**src/rtl/arp_packet_generator_package.sv**
```systemverilog
// Shared types and Ethernet/ARP frame constants for the ARP frame generator.
package arp_packet_generator_package;

   typedef logic [47:0] mac_address;
   typedef logic [31:0] ip_address;
   typedef logic [15:0] arp_operator;

   // Generator sequencing states, in transmit order.
   typedef enum logic [2:0] {
      S_IDLE,
      S_PREAMBLE,
      S_SFD,
      S_DATA,
      S_FCS,
      S_IFG
   } arp_gen_state_t;

   localparam logic [7:0]  PREAMBLE_BYTE  = 8'h55;
   localparam logic [7:0]  SFD_BYTE       = 8'hD5;
   localparam logic [15:0] ETHERTYPE_ARP  = 16'h0806;
   localparam logic [15:0] HTYPE_ETHERNET = 16'h0001;
   localparam logic [15:0] PTYPE_IPV4     = 16'h0800;
   localparam logic [7:0]  HLEN_ETHERNET  = 8'h06;
   localparam logic [7:0]  PLEN_IPV4      = 8'h04;

   localparam arp_operator ARP_OP_REQUEST = 16'h0001;
   localparam mac_address  BROADCAST_MAC  = 48'hFFFF_FFFF_FFFF;

   localparam int PREAMBLE_LEN    = 7;
   localparam int DATA_LEN        = 60;
   localparam int FCS_LEN         = 4;
   // Header plus ARP payload bytes; everything after this up to DATA_LEN is padding.
   localparam int ARP_FIELD_BYTES = 42;

endpackage

```
**src/rtl/crc_32_byte_package.sv**
```systemverilog
// Byte-wise Ethernet CRC-32 (reflected polynomial 0xEDB88320).
package crc_32_byte_package;

   localparam logic [31:0] CRC_32_POLY = 32'hEDB8_8320;
   localparam logic [31:0] CRC_32_INIT = 32'hFFFF_FFFF;

   // Advance the running CRC by one byte, LSB of the byte first.
   function automatic logic [31:0] crc_32_byte(input logic [31:0] crc_in,
                                               input logic [7:0]  data);
      logic [31:0] c;
      c = crc_in ^ {24'h00_0000, data};
      for (int i = 0; i < 8; i++) begin
         c = c[0] ? ((c >> 1) ^ CRC_32_POLY) : (c >> 1);
      end
      return c;
   endfunction

endpackage

```
**src/rtl/arp_packet_generator_core.sv**
```systemverilog
// ARP frame generator: emits preamble, SFD, 60-byte Ethernet II ARP frame and
// FCS as a GMII byte stream, one frame per request, back-to-back while req
// stays high. Optional feature macro: ARP_GEN_BUSY_EN adds the busy output.
// rst_n is a synchronous, active-high reset despite its name.
module arp_packet_generator_core
   import arp_packet_generator_package::*;
   import crc_32_byte_package::*;
#(
   parameter int IFG_CYCLES = 12
) (
   input  logic        clk,
   input  logic        rst_n,
   input  mac_address  src_mac_add,
   input  mac_address  des_mac_add,
   input  ip_address   src_ip_add,
   input  ip_address   des_ip_add,
   input  arp_operator operator,
   input  logic        req,
   output logic        gmii_tx_en,
   output logic [7:0]  gmii_txd
`ifdef ARP_GEN_BUSY_EN
   ,output logic       busy
`endif
);

   // Data bytes are selected from a 64-slot packed array so a 6-bit index
   // always lands in range; slots 60..63 are never transmitted.
   localparam int DATA_SLOTS = 64;

   localparam logic [7:0] PREAMBLE_LAST = 8'(PREAMBLE_LEN - 1);
   localparam logic [7:0] DATA_LAST     = 8'(DATA_LEN - 1);
   localparam logic [7:0] FCS_LAST      = 8'(FCS_LEN - 1);
   localparam logic [7:0] IFG_LAST      = 8'(IFG_CYCLES - 1);

   arp_gen_state_t state, state_nxt;
   logic [7:0]     cnt, cnt_nxt;
   logic [31:0]    crc, crc_nxt;
   logic           tx_en_nxt;
   logic [7:0]     txd_nxt;
   logic           latch_en;

   // Frame register: snapshot of the request taken when it is accepted.
   mac_address     src_mac_q;
   mac_address     des_mac_q;
   ip_address      src_ip_q;
   ip_address      des_ip_q;
   arp_operator    op_q;

   mac_address     eth_dest;
   mac_address     arp_tha;
   logic [0:DATA_SLOTS-1][7:0] data_arr;
   logic [7:0]     data_byte;
   logic [31:0]    fcs_word;
   logic [7:0]     fcs_byte;

   // An ARP request is broadcast and carries an unknown (zero) target MAC.
   assign eth_dest = (op_q == ARP_OP_REQUEST) ? BROADCAST_MAC : des_mac_q;
   assign arp_tha  = (op_q == ARP_OP_REQUEST) ? 48'h0 : des_mac_q;

   // Slot 0 is the first byte on the wire; every field is MSB byte first.
   assign data_arr = {eth_dest, src_mac_q, ETHERTYPE_ARP,
                      HTYPE_ETHERNET, PTYPE_IPV4, HLEN_ETHERNET, PLEN_IPV4,
                      op_q, src_mac_q, src_ip_q, arp_tha, des_ip_q,
                      {(DATA_SLOTS - ARP_FIELD_BYTES){8'h00}}};

   assign data_byte = data_arr[cnt[5:0]];
   assign fcs_word  = ~crc;

   // FCS goes out least-significant byte first.
   always_comb begin
      fcs_byte = fcs_word[7:0];
      case (cnt[1:0])
         2'd1:    fcs_byte = fcs_word[15:8];
         2'd2:    fcs_byte = fcs_word[23:16];
         2'd3:    fcs_byte = fcs_word[31:24];
         default: fcs_byte = fcs_word[7:0];
      endcase
   end

   // Next-state, next output byte and CRC update for the frame sequencer.
   always_comb begin
      state_nxt = state;
      cnt_nxt   = cnt;
      crc_nxt   = crc;
      tx_en_nxt = 1'b0;
      txd_nxt   = 8'h00;
      latch_en  = 1'b0;
      case (state)
         S_IDLE: begin
            if (req) begin
               latch_en  = 1'b1;
               state_nxt = S_PREAMBLE;
               cnt_nxt   = 8'd0;
               crc_nxt   = CRC_32_INIT;
            end
         end
         S_PREAMBLE: begin
            tx_en_nxt = 1'b1;
            txd_nxt   = PREAMBLE_BYTE;
            if (cnt == PREAMBLE_LAST) begin
               state_nxt = S_SFD;
               cnt_nxt   = 8'd0;
            end else begin
               cnt_nxt   = cnt + 8'd1;
            end
         end
         S_SFD: begin
            tx_en_nxt = 1'b1;
            txd_nxt   = SFD_BYTE;
            state_nxt = S_DATA;
            cnt_nxt   = 8'd0;
         end
         S_DATA: begin
            // CRC absorbs each byte on the same edge that puts it on the wire.
            tx_en_nxt = 1'b1;
            txd_nxt   = data_byte;
            crc_nxt   = crc_32_byte(crc, data_byte);
            if (cnt == DATA_LAST) begin
               state_nxt = S_FCS;
               cnt_nxt   = 8'd0;
            end else begin
               cnt_nxt   = cnt + 8'd1;
            end
         end
         S_FCS: begin
            tx_en_nxt = 1'b1;
            txd_nxt   = fcs_byte;
            if (cnt == FCS_LAST) begin
               state_nxt = (IFG_CYCLES == 0) ? S_IDLE : S_IFG;
               cnt_nxt   = 8'd0;
            end else begin
               cnt_nxt   = cnt + 8'd1;
            end
         end
         S_IFG: begin
            if (cnt == IFG_LAST) begin
               state_nxt = S_IDLE;
               cnt_nxt   = 8'd0;
            end else begin
               cnt_nxt   = cnt + 8'd1;
            end
         end
         default: begin
            state_nxt = S_IDLE;
            cnt_nxt   = 8'd0;
         end
      endcase
   end

   // State and byte counter register; reset aborts any frame in flight.
   always_ff @(posedge clk) begin
      if (rst_n) begin
         state <= S_IDLE;
         cnt   <= 8'd0;
      end else begin
         state <= state_nxt;
         cnt   <= cnt_nxt;
      end
   end

   // Registered GMII outputs and running CRC.
   always_ff @(posedge clk) begin
      if (rst_n) begin
         gmii_tx_en <= 1'b0;
         gmii_txd   <= 8'h00;
         crc        <= CRC_32_INIT;
      end else begin
         gmii_tx_en <= tx_en_nxt;
         gmii_txd   <= txd_nxt;
         crc        <= crc_nxt;
      end
   end

   // Capture the request fields so later input changes cannot corrupt the frame.
   always_ff @(posedge clk) begin
      if (latch_en) begin
         src_mac_q <= src_mac_add;
         des_mac_q <= des_mac_add;
         src_ip_q  <= src_ip_add;
         des_ip_q  <= des_ip_add;
         op_q      <= operator;
      end
   end

`ifdef ARP_GEN_BUSY_EN
   assign busy = (state != S_IDLE);
`endif

endmodule

```
**config.mk**
```make
export PLATFORM = sky130hd
export DESIGN_NAME = arp_packet_generator_core
export DESIGN_NICKNAME = d
export VERILOG_FILES = /design/src/rtl/arp_packet_generator_package.sv /design/src/rtl/crc_32_byte_package.sv /design/src/rtl/arp_packet_generator_core.sv
export SDC_FILE = /design/constraint.sdc
export NUM_CORES = 1
export LEC_CHECK = 0
export ABC_AREA = 0
export CAP_MARGIN = 20
export CORE_MARGIN = 2
export CORE_UTILIZATION = 45
export DETAILED_ROUTE_END_ITERATION = 12
export PLACE_DENSITY = 0.7
export REMOVE_ABC_BUFFERS = 1
export SLEW_MARGIN = 10
export SYNTH_ARGS = -nofsm -noshare
export SYNTH_HDL_FRONTEND = slang
export SYNTH_SLANG_ARGS = --single-unit
```
**constraint.sdc**
```tcl
create_clock -name clk -period 9.95 [get_ports clk]
set_clock_uncertainty 0.05 [all_clocks]
set_input_delay 2.4875 -clock clk [delete_from_list [all_inputs] [get_ports clk]]
set_output_delay 2.4875 -clock clk [all_outputs]
set_load 0.1 [all_outputs]
```
# Word level (Yosys, flattened, before mapping)
# Index checks and enable logic that the tools add are counted.
# totals
in_bits	179
wordCells	78
reg_bits	228
# classes
n_addsub	1
n_lt_le_gt_ge	1
n_bitwise	11
n_eq_ne	18
mux	32
n_reduce_logical	5
# op_table
op	n
$mux 32	9
$not 13->14	8
$mux 48	2
$pmux 32 s2	1
$mux 8	7
$bmux 8 s6	1
$pmux 8 s5	1
$not 32->32	1
$pmux 8 s4	1
$xor 32x8->32	1
$pmux 8 s3	1
$pmux 3 s6	1
$eq 16x1->1 const B	1
$mux 3	5
$ne 2x2->1 const B	5
$add 8x1->8 const B	1
$eq 8x2->1 const B	1
$eq 8x3->1 const B	1
$eq 8x4->1 const B	1
$eq 8x6->1 const B	1
$ge 7x7->1 const B	1
$not 6->7	1
$eq 3x2->1 const B	2
$eq 3x3->1 const B	2
other kinds (9)	12

# Logic depth before layout (Yosys ltp)
# Gate-level depths: netlist of the first run.
# depth
word_depth	23
ltp_mapped	14
depth_no_buf	11

# Worst setup path after synthesis of the first run
# OpenSTA, ideal clock, no wires.
# synth_timing
path_type	input -> register
start	input req
end	register crc[13]
t_arrival_ps	8180
path_slack_ps	1624
required_ps	9804
setup_ps	96
path_stages	4
path_buffers	1
path_cell_list	and2_1 -> clkbuf_1 -> o21ai_0 -> o211ai_1
# synth_via
elab_chain_len	2
# synth_rtl
element	line	text
from (decl)	arp_packet_generator_core.sv:18	input logic req,
$ne 2x2->1 (no line)	n/a	
$reduce_and 2->1 (no line)	n/a	
to (signal assigned)	arp_packet_generator_core.sv:170	crc <= crc_nxt;
to (decl)	arp_packet_generator_core.sv:37	logic [31:0] crc, crc_nxt;
# Every way passes these cells.
# A chain may end at the register's enable or synchronous reset.

# Final worst setup path of the first run
# layout_timing
start	register gmii_txd[0]
end	output gmii_txd[0]
# layout_rtl
element	line	text
from (decl)	arp_packet_generator_core.sv:20	output logic [7:0] gmii_txd
from (signal assigned)	arp_packet_generator_core.sv:169	gmii_txd <= txd_nxt;
# No word-level cell between the ends.

==> results.md, run 1 <==
* Cell Rows at 56
* Antenna viol nets, final at 0
* Die span in x at 158 um
* Crit path cell chain: clkdlybuf4s50_1
* Cell taking the most area after synthesis: edfxtp_1
* F_max at 0.223 GHz
* DRT Wirelength at 26100 um
* Buffer and inverter count on the worst path at 1
* Port bufs at 187
* Async SR Flop Fraction at 0%
* First drt pass iteration count at 5
* Worst-skew pair later-pin latency at 0.52 ns
* Initial antenna violation count at 1
* CP max stage delay at 1.12 ns
* Worst VDD drop at 0.159 mV
* Post-synth top flop: edfxtp_1
* CTS clock-pin slew for the worst setup and hold paths at 0.06 ns
* Syn Inst Count at 761
* Seq cells post-synth at 228
* Root Buffer: clkbuf_16
* Family with the most delay on the worst path: buffers and inverters
* Crit share post-route at 45.1%
* Slew HR at 27.7%
* Top-area cell type share of the netlist area at 49.3%
* Fin crit period at 4.49 ns
* YS warnings at 0
* Worst-Margin Slew at 1.08 ns
* Global placement routability congestion at 0.889
* DIE AREA at 25100 um2
* Total CTS buffers at 25
* Total Routing Usage GR at 21.1%
* PnR Total Power at 3.89 mW
* Final setup TNS at 0 ns
* Seq/Total Area, Yosys at 59.0%
* Die Ht at 158 um
* Fillers at 1868
* Routed len/inst at 20.4 um
* # DRC at 0
* Final nets at 1123
* Leak at 4.56 nW
* Core Box Area at 23500 um2
* Count of flip-flops with a built-in enable after synthesis at 176
* RSZ-0062 raised after global routing: no
* Hold buffer count at cts at 0
* Worst Path Required at 7.41 ns
* Area grow syn2layout at 26.3%
* DP Worst Slack at 4.92 ns
* Final Hold Fails at 0
* Max-cap check violation count at 0
* Critical path endpoint category: output port
* Vias per cell at 5.56
* Status: finished, final reports clean
* Distinct cells, synth at 83
* CP max-delay cell: clkdlybuf4s50_1
* Slew Viols, Final at 0
* WS Path Type: reg2out
* Largest net degree at the start of global routing at 89
* CTS tree: yes
* Pwr per Cell Area at 287 nW/um2
* Crit Path Max Fanout at 1
* Vias in the first global route at 7069
* Mapped Area at 10700 um2
* First-pass GRT wire length at 39900 um
* Congestion Overflow GR at 0
* Resize count post-CTS at 0
* Max H-tree Level at 1
* Startpoint Class: flip-flop
* Layout cells sized above 1 at 9.74%
* CTS sink cnt at 228
* Vias post-DR at 7085
* Crit path DAT at 1.95 ns
* Dominant cells by area after synthesis: edfxtp_1 49%, dfxtp_1 9.7%, mux2i_1 5.2%, mux4_2 4.0%, xnor3_1 3.1%
* Worst min-delay path category: reg2reg
* IO Count at 188
* DP Wirelength at 18600 um
* Iter 0 DRT Violations at 597
* Max clock buf depth at 3
* Final worst setup slack at 5.46 ns
* Post-CTS Repair Setup Buffers at 0
* Starting Density at 45.7%
* Synth Area per Inst at 14.1 um2
* Final setup fails at 0
-- path summary, 6_finish.rpt --
path	start	to	slack, ns	depth (start not counted)
max	gmii_txd[0]$_SDFF_PP0_	gmii_txd[0]	5.46	1
min	crc[21]$_SDFFE_PP1P_	crc[21]$_SDFFE_PP1P_	0.44	2
max reg2reg	cnt[0]$_SDFFE_PP0P_	crc[24]$_SDFFE_PP1P_	5.50	10
min reg2reg	crc[21]$_SDFFE_PP1P_	crc[21]$_SDFFE_PP1P_	0.44	2
-- per-stage QoR --
step	std cells	utilization, %	hold WS [ns]	instance area [um2]
after floorplan	719	-	0.408	10400
after global placement	1230	54.3	0.422	12700
after detailed placement	1230	54.3	0.431	12700
after CTS	1274	57.7	0.443	13500
after global routing	1275	57.7	0.467	13500
final	1275	57.7	0.440	13500
-- final cells by class --
cell class | instances | area [um2] | area share [%]
Antenna cell | 1 | 2.50 | 0.0185
Clock buffer | 30 | 654 | 4.83
Clock inverter | 14 | 149 | 1.10
Inverter | 12 | 45.0 | 0.332
Multi-Input combinational cell | 479 | 4060 | 29.9
Sequential cell | 228 | 6330 | 46.7
Tap cell | 319 | 399 | 2.95
Timing Repair Buffer | 192 | 1910 | 14.1
-- Yosys cell counts, types with 9 or more instances --
| library cell | number |
|---|---|
| xnor3_1 | 15 |
| a21oi_1 | 39 |
| mux4_2 | 19 |
| nor2_1 | 57 |
| edfxtp_1 | 176 |
| xnor2_1 | 25 |
| nand2_1 | 30 |
| o221ai_1 | 9 |
| nand2b_1 | 9 |
| inv_1 | 10 |
| o22ai_1 | 15 |
| nor3_1 | 18 |
| clkbuf_1 | 17 |
| mux2i_1 | 56 |
| xor2_1 | 15 |
| dfxtp_1 | 52 |
| o21ai_0 | 28 |
| nand3_1 | 11 |
-- sequential cells by signal, indices dropped and copies added, names as in the netlist --
name and count:
des_ip_q 32, state 3, gmii_txd 8, crc 32
des_mac_q 48, gmii_tx_en 1, cnt 8, op_q 16
src_ip_q 32, src_mac_q 48
-- cell usage in the layout (no fill, tap or decap), drive strengths merged, types with 16 or more instances in the layout --
cell type	synthesis	final
clkbuf	18	30
xor2	19	19
o21ai	32	32
mux4	22	22
dfxtp	52	52
xnor3	16	16
nor2	57	57
nand2	30	30
clkdlybuf4s50	0	187
nor3	18	18
edfxtp	176	176
a21oi	39	39
mux2i	56	56
xnor2	32	32
-- worst reg2reg max path: stages, from the launching register on --
cell and delay [ns]:
dfxtp_4 0.72, buf_4 0.64, mux4_2 0.66, nand2b_1 0.18
a21oi_1 0.18, o32ai_1 0.12, nand2_1 0.20, xnor3_1 0.72
xnor2_2 0.31, xnor3_1 0.42, o22a_1 0.17
-- power breakdown --
group	total (mW)	internal (mW)	switching, mW
combinational	1.55	0.768	0.779
sequential	1.43	1.29	0.136
clock	0.908	0.544	0.364
total	3.89	2.61	1.28
-- cell families after synthesis --
group / synth area share [%]
flops: 59.0
xor+xnor: 9.29
mux: 10.3
simple gates: 7.42
fa+ha+maj: 0.700
buf+inv: 3.28
compound gates: 10.1
-- metal layers --
| layer | up-vias | global-route usage (%) | part of all wire (%) |
|---|---|---|---|
| li1 | 3296 | - | - |
| met1 | 3415 | 29.2 | 42 |
| met2 | 328 | 34.2 | 47 |
| met3 | 46 | 4.03 | 8.3 |
| met4 | 0 | 6.01 | 2.7 |
| met5 | - | 0 | 0 |
(Power assumes the default switching activity.)
==> run 2: changes to the inputs <==
- clock period: 9.95 -> 4.2 ns (I/O delays scaled with it)
==> results.md, run 2 (synthesized netlist as in run 1, its figures left out) <==
* RSZ-0062 raised after global routing: no
* Worst R2R End: crc[15]$_SDFFE_PP1P_
* Fillers at 1865 (-0.16%)
* Resize count post-CTS at 0 (unchanged)
* Hold buffer count at cts at 0 (unchanged)
* Worst-Margin Slew at 0.968 ns (-0.116 ns)
* Switching power at 3.12 mW (+140%)
* CTS sink cnt at 228 (unchanged)
* Status: finished, final reports clean
* Initial antenna violation count at 0 (-1)
* Iter 0 DRT Violations at 528 (-12%)
* Clock power share at 24.2% (+0.8 points)
* Starting Density at 45.7% (unchanged)
* Critical path endpoint category: flip-flop
* IO Count at 188 (unchanged)
* Area of the multi-input gates at 4060 um2 (unchanged)
* Worst min-delay path category: reg2reg
* DRT Wirelength at 27000 um (+3.6%)
* Crit path DAT at 4.16 ns (+2.21 ns)
* First drt pass iteration count at 5 (unchanged)
* Crit Path Max Fanout at 32 (+31)
* Routed len/inst at 20.8 um (+1.8%)
* Top flop regs: des_mac_q x48, src_mac_q x48
* Fin crit period at 3.76 ns
* Non-Filler Instances at 1298 (+1.8%)
* Worst-skew pair later-pin latency at 0.52 ns (about the same)
* Number of cells on the critical path at 12 (+11)
* Sequential share of power at 35.5% (-1.3 points)
* Commonest non-fill, non-tap cell in the layout: clkdlybuf4s50_1
* Final setup TNS at 0 ns (unchanged)
* Worst Path Required at 4.60 ns (-2.81 ns)
* Slew Viols, Final at 0 (unchanged)
* CP max stage delay at 0.68 ns (-0.44 ns)
* Crit path cell chain: inv_1 -> ha_1 -> inv_1 -> nor2_1 -> a2111oi_0 -> o32ai_1 -> nand2_1 -> xnor3_1 -> buf_4 -> xnor2_4 -> xnor3_1 -> a21oi_1
* Buffer and inverter count on the worst path at 3 (+2)
* Global placement routability congestion at 0.865 (-2.7%)
* CTS clock-pin slew for the worst setup and hold paths at 0.06 ns (about the same)
* Core Box Area at 23500 um2 (unchanged)
* Largest net degree at the start of global routing at 114 (+28%)
* Post-CTS Repair Setup Buffers at 0 (unchanged)
* Vias per cell at 5.51 (-0.84%)
* N_diodes at 0 (-1)
* CTS tree: yes
* Startpoint Class: flip-flop
* DP Wirelength at 20000 um (+7.6%)
* Crit. Startpoint: cnt[0]$_SDFFE_PP0P_
* Max clock buf depth at 3 (unchanged)
* Hold_ws at 0.461 ns (+0.0205 ns)
* Area grow syn2layout at 28.8%
* Worst VDD drop at 0.369 mV (+130%)
* Cells after DPL at 1253 (+1.9%)
* Vias post-DR at 7152 (+0.95%)
* Reg2Reg Depth at 12 (+2)
* Family with the most delay on the worst path: XOR/XNOR gates
* Final setup fails at 0 (unchanged)
* Max-cap check violation count at 0 (unchanged)
* Total CTS buffers at 25 (unchanged)
* Combinational Power Share at 40.3% (+0.5 points)
* Antenna viol nets, final at 0 (unchanged)
* WS Path Type: reg2reg
* CP max-delay cell: dfxtp_4
* Sequential cell area at 6330 um2 (unchanged)
* Crit share post-route at 89.6%
* Total Routing Usage GR at 21.9% (+0.80 points)
* Root Buffer: clkbuf_16
* R2R Path Start: cnt[0]$_SDFFE_PP0P_
* Final Hold Fails at 0 (unchanged)
* Hold Path Cell Cnt at 2 (unchanged)
* Die Ht at 158 um (unchanged)
* Max H-tree Level at 1 (unchanged)
* Die span in x at 158 um (unchanged)
* Final nets at 1146 (+2.0%)
* Congestion Overflow GR at 0 (unchanged)
* DP Worst Slack at 0.431 ns (-4.49 ns)
* DIE AREA at 25100 um2 (unchanged)
* Layout cells sized above 1 at 12.4% (+2.6 points)
* Int Pwr at 6.39 mW (+150%)
* Cell Rows at 56 (unchanged)
* Sw Ratio at 32.8% (-0.11 points)
* First-pass GRT wire length at 41300 um (+3.6%)
* Port bufs at 187 (unchanged)
* R2R Setup Slk at 0.44 ns (-5.06 ns)
* Most frequent cells in the layout: 187 x clkdlybuf4s50_1, 176 x edfxtp_1, 57 x nor2_1, 56 x mux2i_1, 50 x dfxtp_1
* Min-delay src: crc[21]$_SDFFE_PP1P_
* CP Capture Point: crc[15]$_SDFFE_PP1P_
* Final worst setup slack at 0.438 ns (-5.02 ns)
* Slew HR at 35.3% (+7.6 points)
* # DRC at 0 (unchanged)
* Pwr per Cell Area at 689 nW/um2 (+140%)
* Leak at 4.72 nW (+3.6%)
* Vias in the first global route at 7225 (+2.2%)
* F_max at 0.266 GHz
## run 2: per-stage QoR
step / utilization [%] / cell area [um2] / power, mW
finish: 58.9 / 13800 / 9.52
global route: 58.9 / 13800 / 9.97
CTS: 58.9 / 13800 / 9.56
detailed placement: 55.1 / 12900 / 7.25
global placement: 55.1 / 12900 / 7.20
floorplan: - / 10400 / 6.30
## run 2: layout make-up
cell class / count / share of cell area, %
clock buffers: 34 / 5.61
repair buffers: 215 / 15.2
flip-flops and latches: 228 / 45.8
inverters: 12 / 0.326
well taps: 319 / 2.89
clock inverters: 11 / 0.842
multi-input cells: 479 / 29.3
## run 2: tightest hold or removal path: stages (launching register included)
cell,delay [ns]
dfxtp_1,0.32
nor2_1,0.10
a21oi_1,0.05
## run 2: power by group through the flow
stage	clock, mW	combinational [mW]	sequential (mW)
3_5_place_dp	0	3.82	3.43
2_1_floorplan	0	2.68	3.62
3_3_place_gp	0	3.79	3.41
6_report	2.30	3.83	3.38
5_1_grt	2.42	4.12	3.43
4_1_cts	2.34	3.84	3.38
## run 2: worst min-delay path by stage
stage	endpoint	slack [ns]
after floorplan	crc[14]$_SDFFE_PP1P_	0.41
after global placement	crc[21]$_SDFFE_PP1P_	0.44
after detailed placement	crc[21]$_SDFFE_PP1P_	0.45
after CTS	crc[21]$_SDFFE_PP1P_	0.46
after global routing	crc[21]$_SDFFE_PP1P_	0.47
final	crc[21]$_SDFFE_PP1P_	0.46
## run 2: metal layers
metal  vias to the layer above  global-route usage (%)  wire length (um)
li1                       3330                       -                 -
met1                      3449                    29.6             11100
met2                       338                    37.0             13200
met3                        35                    4.03              2250
met4                         0                    5.32               448
met5                         -                       0                 0
==> run 3: changes to the inputs <==
- CORE_UTILIZATION: 45 -> 37
- PLACE_DENSITY: 0.7 -> unset
==> results.md, run 3 (synthesized netlist as in run 1, its figures left out) <==
* Status: finished, final reports clean
* Cells after DPL at 1326 (+5.8%)
* Met3 wire len at 1830 um (-19%)
* RSZ-0062 raised after global routing: no
* Area grow syn2layout at 29.8%
* F_max at 0.271 GHz (+1.8%)
* WS Path Type: reg2reg
* # DRC at 0 (unchanged)
* Critical path endpoint category: flip-flop
* Fillers at 2506 (+34%)
* Max-cap check violation count at 0 (unchanged)
* Crit share post-route at 88.0% (-1.6 points)
* Crit Path Max Fanout at 30 (-6.3%)
* Leak at 4.73 nW (+0.28%)
* First drt pass iteration count at 5 (unchanged)
* Top flop regs: des_mac_q x48, src_mac_q x48
* Final setup fails at 0 (unchanged)
* Final worst setup slack at 0.505 ns (+0.0660 ns)
* Slew Viols, Final at 0 (unchanged)
* DP Area at 13100 um2 (+1.2%)
* Pwr per Cell Area at 684 nW/um2 (-0.60%)
* DRT Wirelength at 28400 um (+5.1%)
* Resize count post-CTS at 0 (unchanged)
* Vias post-DR at 7212 (+0.84%)
* Initial antenna violation count at 0 (unchanged)
* Commonest non-fill, non-tap cell in the layout: clkdlybuf4s50_1
* Post-CTS Repair Setup Buffers at 0 (unchanged)
* Crit path cell chain: buf_4 -> mux4_2 -> nand2b_1 -> a21oi_1 -> o32ai_1 -> nand2_1 -> xnor3_1 -> buf_4 -> xnor3_1 -> xor2_1 -> a21oi_1
* Crit path DAT at 4.02 ns (-0.14 ns)
* Number of cells on the critical path at 11 (-1)
* Hold_ws at 0.442 ns (-0.0187 ns)
* Cell Rows at 62 (+11%)
* Largest net degree at the start of global routing at 99 (-13%)
* Reg2Reg Depth at 11 (-1)
* Top layer reached by signal wires: met4
* Max clock buf depth at 3 (unchanged)
* Family with the most delay on the worst path: XOR/XNOR gates
* Area of the multi-input gates at 4060 um2 (unchanged)
* IO Count at 188 (unchanged)
* DP Worst Slack at 0.501 ns (+0.0706 ns)
* Die Ht at 174 um (+10%)
* CTS sink cnt at 228 (unchanged)
* CP Capture Point: crc[19]$_SDFFE_PP1P_
* Slew HR at 35.5% (+0.17 points)
* Worst min-delay path category: reg2reg
* N_diodes at 0 (unchanged)
* Port bufs at 187 (unchanged)
* DP Wirelength at 20800 um (+3.7%)
* Met1 WL at 12400 um (+12%)
* Sequential cell area at 6330 um2 (unchanged)
* Most frequent cells in the layout: 187 x clkdlybuf4s50_1, 176 x edfxtp_1, 57 x nor2_1, 56 x mux2i_1, 50 x dfxtp_1
* Total Routing Usage GR at 18.6% (-3.3 points)
* CTS tree: yes
* Root Buffer: clkbuf_16
* Hold buffer count at cts at 0 (unchanged)
* Worst R2R End: crc[19]$_SDFFE_PP1P_
* Buffer and inverter count on the worst path at 2 (-1)
* Routed len/inst at 20.7 um (-0.54%)
* Starting Density at 37.5% (-8.2 points)
* DR WL met2 at 13800 um (+4.1%)
* Layout Cell Area excl Fill at 13900 um2 (+0.77%)
* Final Hold Fails at 0 (unchanged)
* DIE AREA at 30400 um2 (+21%)
* Worst-Margin Slew at 0.965 ns (-0.00257 ns)
* Worst-skew pair later-pin latency at 0.55 ns (+0.03 ns)
* CP max-delay cell: dfxtp_4
* Worst VDD drop at 0.339 mV (-8.1%)
* Antenna viol nets, final at 0 (unchanged)
* Die span in x at 174 um (+10%)
* CP max stage delay at 0.63 ns (-0.05 ns)
* Total CTS buffers at 26 (+4.0%)
* Startpoint Class: flip-flop
* R2R Setup Slk at 0.50 ns (+0.07 ns)
* R2R Path Start: cnt[1]$_SDFFE_PP0P_
* Non-Filler Instances at 1372 (+5.7%)
* CTS clock-pin slew for the worst setup and hold paths at 0.06 ns (about the same)
* Layout cells sized above 1 at 12.7% (+0.29 points)
* Crit. Startpoint: cnt[1]$_SDFFE_PP0P_
* Worst Path Required at 4.53 ns (-0.07 ns)
* First-pass GRT wire length at 43700 um (+5.7%)
* Final nets at 1155 (+0.79%)
* Congestion Overflow GR at 0 (unchanged)
* Vias per cell at 5.26 (-4.6%)
* Vias in the first global route at 7461 (+3.3%)
* Max H-tree Level at 1 (unchanged)
* Iter 0 DRT Violations at 473 (-10%)
* Global placement routability congestion at 0.894 (+3.4%)
* Fin crit period at 3.70 ns (-0.0660 ns)
* Core Box Area at 28600 um2 (+22%)
run 3: cell types whose count changed in the layout (fill, tap and decap cells not counted), sizes merged:
cell / delta
bufinv: +1
clkbuf: -2
buf: +8
clkinv: +2
run 3: layer usage:
metal | vias up | track usage (%)
met5 | - | 0
met2 | 283 | 31.2
met3 | 34 | 3.26
met4 | 0 | 3.57
met1 | 3546 | 25.5
li1 | 3349 | -
run 3: through the flow:
stage	TNS [ns]	power, mW	utilization, %
floorplan	-352.44	6.30	-
global placement	0	7.29	45.7
detailed placement	0	7.33	45.7
CTS	0	9.60	48.6
global route	0	10.0	48.6
finish	0	9.53	48.6
run 3: worst min-delay path by stage:
stage	to	start	depth (start not counted)	slack (ns)
finish	crc[18]$_SDFFE_PP1P_	crc[18]$_SDFFE_PP1P_	1	0.44
global route	crc[21]$_SDFFE_PP1P_	crc[21]$_SDFFE_PP1P_	2	0.46
CTS	crc[18]$_SDFFE_PP1P_	crc[18]$_SDFFE_PP1P_	1	0.44
detailed placement	crc[18]$_SDFFE_PP1P_	crc[18]$_SDFFE_PP1P_	1	0.43
global placement	crc[18]$_SDFFE_PP1P_	crc[18]$_SDFFE_PP1P_	1	0.42
floorplan	crc[14]$_SDFFE_PP1P_	crc[14]$_SDFFE_PP1P_	2	0.41
run 3: report_power, final:
| part | total [mW] | internal [mW] | switching (mW) | leakage [nW] |
|---|---|---|---|---|
| Clock | 2.23 | 1.33 | 0.903 | 0.406 |
| Combinational | 3.92 | 1.96 | 1.97 | 2.23 |
| Sequential | 3.38 | 3.06 | 0.317 | 2.09 |
run 3: area by class of cell:
type	count	area share [%]
inverters	12	0.323
repair buffers	223	15.6
flip-flops and latches	228	45.5
multi-input cells	479	29.1
clock inverters	14	1.23
well taps	384	3.45
clock buffers	32	4.83
run 3: worst reg2reg max path, delay by kind of cell, from the launching register on:
family          cells  cell delay (ns)
buf+inv             2             0.66
simple gates        2             0.41
xor+xnor            3             1.04
compound gates      3             0.35
flops               1             0.63
mux                 1             0.39
